### config.mk
export PLATFORM = sky130hd
export DESIGN_NAME = regbank8
export DESIGN_NICKNAME = d
export VERILOG_FILES = /design/src/rtl/regbank_pkg.sv /design/src/rtl/regbank8_mux83.sv /design/src/rtl/regbank8.sv
export SDC_FILE = /design/constraint.sdc
export NUM_CORES = 1
export LEC_CHECK = 0
export BUFFER_PORTS_ARGS = -buffer_cell sky130_fd_sc_hd__buf_2
export CELL_PAD_IN_SITES_DETAIL_PLACEMENT = 1
export CELL_PAD_IN_SITES_GLOBAL_PLACEMENT = 2
export CORE_ASPECT_RATIO = 0.5
export CORE_UTILIZATION = 40
export CTS_CLUSTER_SIZE = 16
export DETAILED_ROUTE_END_ITERATION = 12
export HOLD_SLACK_MARGIN = 0.06
export PLACE_DENSITY_LB_ADDON = 0.25
export SLEW_MARGIN = 20
export SYNTH_ARGS = -nofsm -noshare
export SYNTH_HDL_FRONTEND = slang
export SYNTH_SLANG_ARGS = --single-unit
export TNS_END_PERCENT = 20
### constraint.sdc
create_clock -name clk -period 2.1 [get_ports clk]
set_clock_uncertainty 0.05 [all_clocks]
set_input_delay 0.315 -clock clk [delete_from_list [all_inputs] [get_ports clk]]
set_output_delay 0.315 -clock clk [all_outputs]
set_load 0.02 [all_outputs]
### src/rtl/regbank_pkg.sv
// Shared definitions for the regbank8 register bank: address geometry and
// the clear-sequencer state encoding.
package regbank_pkg;

    localparam int ADDR_W = 3;
    localparam int DEPTH  = 8;

    // Two-state sequencer: normal access, or walking the bulk clear.
    typedef enum logic {
        ST_IDLE  = 1'b0,
        ST_CLEAR = 1'b1
    } state_t;

    // Address of the last entry touched by the clear walk.
    localparam logic [ADDR_W-1:0] LAST_ADDR = ADDR_W'(DEPTH - 1);

endpackage : regbank_pkg

### src/rtl/regbank8_mux83.sv
// Generic 8:1 selector of WIDTH-bit operands, shared with the datapath's
// operand selector. Purely combinational.
module mux83 #(
    parameter int WIDTH = 8
) (
    input  logic [WIDTH-1:0] i_d0,
    input  logic [WIDTH-1:0] i_d1,
    input  logic [WIDTH-1:0] i_d2,
    input  logic [WIDTH-1:0] i_d3,
    input  logic [WIDTH-1:0] i_d4,
    input  logic [WIDTH-1:0] i_d5,
    input  logic [WIDTH-1:0] i_d6,
    input  logic [WIDTH-1:0] i_d7,
    input  logic [2:0]       i_sel,
    output logic [WIDTH-1:0] o_y
);

    // Select one of the eight operands by i_sel.
    always_comb begin
        // NOTE: every output of a combinational block gets a default first so
        // no path through the case statement can infer a latch.
        o_y = '0;
        case (i_sel)
            3'd0:    o_y = i_d0;
            3'd1:    o_y = i_d1;
            3'd2:    o_y = i_d2;
            3'd3:    o_y = i_d3;
            3'd4:    o_y = i_d4;
            3'd5:    o_y = i_d5;
            3'd6:    o_y = i_d6;
            3'd7:    o_y = i_d7;
            default: o_y = '0;
        endcase
    end

endmodule : mux83

### src/rtl/regbank8.sv
// Eight-entry operand register bank: one write port, two registered read
// ports with write-first bypass, and a hardware bulk-clear sequencer that
// zeroes one entry per cycle. With ZERO_R0 = 1 entry 0 is hardwired to zero.
module regbank8
    import regbank_pkg::*;
#(
    parameter int WIDTH   = 8,
    parameter bit ZERO_R0 = 1'b1
) (
    input  logic             clk,
    input  logic             rst_n,
    input  logic             we,
    input  logic [2:0]       waddr,
    input  logic [WIDTH-1:0] wdata,
    input  logic [2:0]       ra1,
    input  logic [2:0]       ra2,
    output logic [WIDTH-1:0] rd1,
    output logic [WIDTH-1:0] rd2,
    input  logic             clr_req,
    output logic             busy
);

    // Sequencer state and clear pointer.
    state_t              r_state;
    state_t              w_state_nxt;
    logic [ADDR_W-1:0]   r_cnt;
    logic [ADDR_W-1:0]   w_cnt_nxt;

    // Effective write for this cycle (external port or clear walk).
    logic                w_eff_we;
    logic [ADDR_W-1:0]   w_eff_addr;
    logic [WIDTH-1:0]    w_eff_data;
    logic                w_wr_commit;

    // Storage and read path.
    logic [WIDTH-1:0]    r_mem [DEPTH];
    logic [WIDTH-1:0]    w_mux1;
    logic [WIDTH-1:0]    w_mux2;
    logic [WIDTH-1:0]    w_rd1_nxt;
    logic [WIDTH-1:0]    w_rd2_nxt;

    // State register and clear pointer; reset aborts any clear in progress.
    always_ff @(posedge clk or negedge rst_n) begin
        if (!rst_n) begin
            // NOTE: sequential state is always assigned with <= so every flop
            // samples the pre-edge values of its peers.
            r_state <= ST_IDLE;
            r_cnt   <= '0;
        end else begin
            r_state <= w_state_nxt;
            r_cnt   <= w_cnt_nxt;
        end
    end

    // Next-state and pointer logic: one clear cycle per entry, 0 through 7.
    always_comb begin
        w_state_nxt = r_state;
        w_cnt_nxt   = r_cnt;
        case (r_state)
            ST_IDLE: begin
                w_cnt_nxt = '0;
                if (clr_req) begin
                    w_state_nxt = ST_CLEAR;
                end
            end
            ST_CLEAR: begin
                // Wraps 7 -> 0 on the exit cycle, so IDLE always sees 0.
                w_cnt_nxt = r_cnt + 1'b1;
                if (r_cnt == LAST_ADDR) begin
                    w_state_nxt = ST_IDLE;
                end
            end
            default: begin
                w_state_nxt = ST_IDLE;
                w_cnt_nxt   = '0;
            end
        endcase
    end

    // Busy comes straight from the state flop: no input-to-output path.
    assign busy = (r_state == ST_CLEAR);

    // Effective write: the clear walk owns the port while busy, and any
    // external write presented then is simply dropped.
    always_comb begin
        w_eff_we   = we;
        w_eff_addr = waddr;
        w_eff_data = wdata;
        if (r_state == ST_CLEAR) begin
            w_eff_we   = 1'b1;
            w_eff_addr = r_cnt;
            w_eff_data = '0;
        end
    end

    // Writes to entry 0 are discarded when it is hardwired to zero.
    assign w_wr_commit = w_eff_we && !(ZERO_R0 && (w_eff_addr == '0));

    // Storage array update.
    always_ff @(posedge clk or negedge rst_n) begin
        if (!rst_n) begin
            // NOTE: this storage is plain flops and must read as zero after
            // reset, so every entry is explicitly reset (a RAM macro would not be).
            for (int i = 0; i < DEPTH; i++) begin
                r_mem[i] <= '0;
            end
        end else if (w_wr_commit) begin
            r_mem[w_eff_addr] <= w_eff_data;
        end
    end

    // Read-port selectors over the pre-write contents.
    mux83 #(.WIDTH(WIDTH)) u_mux_rd1 (
        .i_d0  (r_mem[0]),
        .i_d1  (r_mem[1]),
        .i_d2  (r_mem[2]),
        .i_d3  (r_mem[3]),
        .i_d4  (r_mem[4]),
        .i_d5  (r_mem[5]),
        .i_d6  (r_mem[6]),
        .i_d7  (r_mem[7]),
        .i_sel (ra1),
        .o_y   (w_mux1)
    );

    mux83 #(.WIDTH(WIDTH)) u_mux_rd2 (
        .i_d0  (r_mem[0]),
        .i_d1  (r_mem[1]),
        .i_d2  (r_mem[2]),
        .i_d3  (r_mem[3]),
        .i_d4  (r_mem[4]),
        .i_d5  (r_mem[5]),
        .i_d6  (r_mem[6]),
        .i_d7  (r_mem[7]),
        .i_sel (ra2),
        .o_y   (w_mux2)
    );

    // Write-first bypass around each selector. A suppressed entry-0 write
    // never bypasses, and entry 0 itself can never hold anything but zero.
    assign w_rd1_nxt = (w_wr_commit && (w_eff_addr == ra1)) ? w_eff_data : w_mux1;
    assign w_rd2_nxt = (w_wr_commit && (w_eff_addr == ra2)) ? w_eff_data : w_mux2;

    // Registered read outputs.
    always_ff @(posedge clk or negedge rst_n) begin
        if (!rst_n) begin
            rd1 <= '0;
            rd2 <= '0;
        end else begin
            rd1 <= w_rd1_nxt;
            rd2 <= w_rd2_nxt;
        end
    end

endmodule : regbank8

==> results by group <==
Worst setup path
  • Crit Path Category: flop to flop
  • Slowest-stage cell, CP: dfrtp_2
  • CP arrival: 2.17 ns
  • Cell mode on critical path: buf_4
  • Startpoint Class: flop
  • CP required: 2.26 ns
  • Critical Path, Cell by Cell: buf_4, or3b_2, nand4_1, a211oi_4, buf_12, buf_4, mux2i_1
  • Crit. End Element: flop
  • Crit path largest cell delay: 0.50 ns
  • Crit path max fanout: 12

Clocking
  • Clk buf depth: 2
  • CTS tree: built
  • Num CTS Buffers: 9
  • Cell at the root of the clock tree: clkbuf_16
  • H-tree depth: 3
  • Clk slew on worst S/H paths: 0.06 ns
  • Clk_lat worst skew: 0.34 ns
  • CTS Sinks: 84

Cells and area
  • Nets: 460
  • Most frequent cells in the layout: dfrtp_1 (83), mux2_2 (65), mux2i_1 (37), buf_2 (36), buf_4 (24)
  • Commonest non-fill, non-tap cell in the layout: dfrtp_1
  • Area growth from synthesis to layout: 17.73%
  • Filler Cells Inserted: 1201
  • N_diodes: 0
  • Layout cells sized above 1: 37.10%

Synthesis
  • Synthesized area: 4581 um2
  • Syn nets: 417
  • Seq/Total Area, Yosys: 45.89%
  • Post-synth cell types: 52
  • Mapped Avg Cell Area: 11.63 um2
  • Async set-reset flop share out of synthesis: 100.0%
  • EDFF count, synth: 0
  • Largest area contributor in the netlist: dfrtp_1
  • Yosys top cell area share: 45.89%
  • Seq cells post-synth: 84
  • Most used DFF post-synth: dfrtp_1
  • Ys Warns: 0
  • Post-Syn Instances: 394
  • Synth top area cells: dfrtp_1 (46%), mux2_2 (16%), mux2i_1 (8.1%), nand2b_1 (2.2%), nor2b_1 (2.2%)

STA
  • Slew Limit Fails: 0
  • Final setup vio count: 0
  • Endpoints failing hold: 0
  • Final critical-path required period: 2.009 ns
  • Worst hold margin: 0.1782 ns
  • RSZ-0062 raised after global routing: false
  • Fin crit share: 95.69%
  • Peak Freq: 497.7 MHz
  • Worst Tran Pin Value: 0.7481 ns
  • Min setup slack post-route: 0.09057 ns
  • Max-Slew Margin vs Limit: 50.02%

Drt
  • DR pass1 iterations: 4
  • Vias: 3383
  • DR vias/cell: 5.763
  • DR iter-0 viols: 250
  • WL/cell: 23.43 um
  • Antenna Nets Post-Route: 0
  • Routed Wire Length: 13.75 mm
  • DRC viols: 0

Global routing
  • Total gr overflow: 0
  • Total GRT Usage: 24.95%
  • Largest net degree at the start of global routing: 36
  • Initial antenna violation count: 0
  • Vias in the first global route: 3744
  • First-pass GRT wire length: 21.80 mm

Floorplanning
  • Initial Util: 41.34%
  • Rows: 27
  • Die height: 77.67 um
  • Die Width: 153.3 um
  • Die Footprint: 11910 um2
  • Core Region: 11080 um2
  • Num ports: 38

Place
  • Worst slack, placed: -0.1025 ns
  • Port buffer count: 37
  • GPL Wtd Cong: 0.8725
  • Detailed placer's ending HPWL: 9.632 mm

Power and ir drop
  • Maximum vdd drop: 0.0004843 V
  • Internal: 4497 uW
  • Comb pwr share: 41.2%
  • PD cells: 1310 nW/um2
  • Clock network fraction of total power: 22.1%
  • P_leak: 0.002520 uW
  • Sw Share: 36.35%
  • Seq pwr share: 36.7%
  • Net Switching: 2569 uW

Worst hold path
  • Hold Path Class: input port to flop

Status
  • Status: complete, no violations

Flow run
  • Max-Cap Viols: 0
==> cells in the mapped netlist (8+ instances only) <==
cell and n:
dfrtp_1 84, mux2_2 65, mux2i_1 37, clkbuf_1 22, nand2b_1 16, nor2b_1 16, nand2_1 14, o22ai_1 14
o221ai_1 10, buf_2 9, inv_1 9, nor2_1 8
==> routing by layer <==
| layer | wire length, um | track usage (%) | up-vias | part of all wire, % |
|---|---|---|---|---|
| met5 | 0 | 0 | - | 0 |
| met4 | 161 | 8.300 | 0 | 1.2 |
| met3 | 877 | 4.749 | 15 | 6.4 |
| met2 | 6250 | 39.50 | 88 | 45 |
| met1 | 6464 | 34.50 | 1743 | 47 |
| li1 | - | - | 1537 | - |
==> per-stage QoR <==
step	total power (uW)	util [%]	cell area [um2]	cells	setup TNS, ns
floorplan	4437	-	4581	394	0
global placement	5339	45.78	5072	569	-0.1214
detailed placement	5473	45.78	5072	569	-1.208
CTS	7112	48.66	5391	587	0
global route	7448	48.67	5393	587	0
finish	7066	48.67	5393	587	0
==> final timing paths <==
check	from	endpoint	slack, ns	depth (start not counted)
max in group asynchronous	rst_n	r_mem[37]	0.96	3
worst min register to register	r_mem[57]	r_mem[57]	0.36	0
worst max register to register	busy	rd2[4]	0.09	7
worst min-delay path	clr_req	busy	0.18	3
min in group asynchronous	rst_n	rd1[7]	0.43	2
worst max-delay path	busy	rd2[4]	0.09	7
==> layout make-up <==
type                    instances  area [um2]  area share [%]
clock inverters                 4       50.05          0.9281
multi-input cells             266        2297           42.60
repair buffers                 67       490.5           9.095
flip-flops and latches         84        2103           39.00
clock buffers                  12       236.5           4.385
well taps                     145       181.4           3.364
inverters                       9       33.78          0.6265
==> worst max-delay path, delay by kind of cell, from the launching register on <==
kind	cells	cell delay [ns]
AND/OR/NAND/NOR	2	0.62
multiplexers	1	0.12
flip-flops	1	0.50
buffers and inverters	3	0.49
AO/OA/AOI/OAI	1	0.09
==> power by group through the flow <==
stage / logic, uW / registers [uW] / clock network [uW]
CTS: 2920 / 2590 / 1600
global placement: 2760 / 2580 / 0
global route: 3130 / 2660 / 1660
floorplan: 1810 / 2620 / 0
finish: 2910 / 2600 / 1560
detailed placement: 2870 / 2610 / 0
==> state kept, by name, summed over array words and instances, names as in the netlist <==
register	count
r_mem	64
rd2	8
rd1	8
busy	1
r_cnt	3
==> logic make-up (layout without fill, tap and decap cells) <==
logic type | after synthesis | count (layout) | synth area share (%)
multiplexers | 106 | 106 | 25.62
AND/OR/NAND/NOR | 87 | 87 | 11.39
flip-flops | 84 | 84 | 45.89
AO/OA/AOI/OAI | 65 | 65 | 11.39
buffers and inverters | 44 | 92 | 4.015
XOR/XNOR | 6 | 6 | 1.147
adder cells (fa/ha/maj) | 2 | 2 | 0.5462
==> repair_timing <==
item	in CTS	in global routing
pin swaps	1	0
endpoints found under the hold margin	32	0
gates resized for setup	2	1
hold buffers	1	0
cloned	0	0
endpoints found under the setup margin	24	5
setup buffers	1	0
Power figures use the tool's default switching activity.
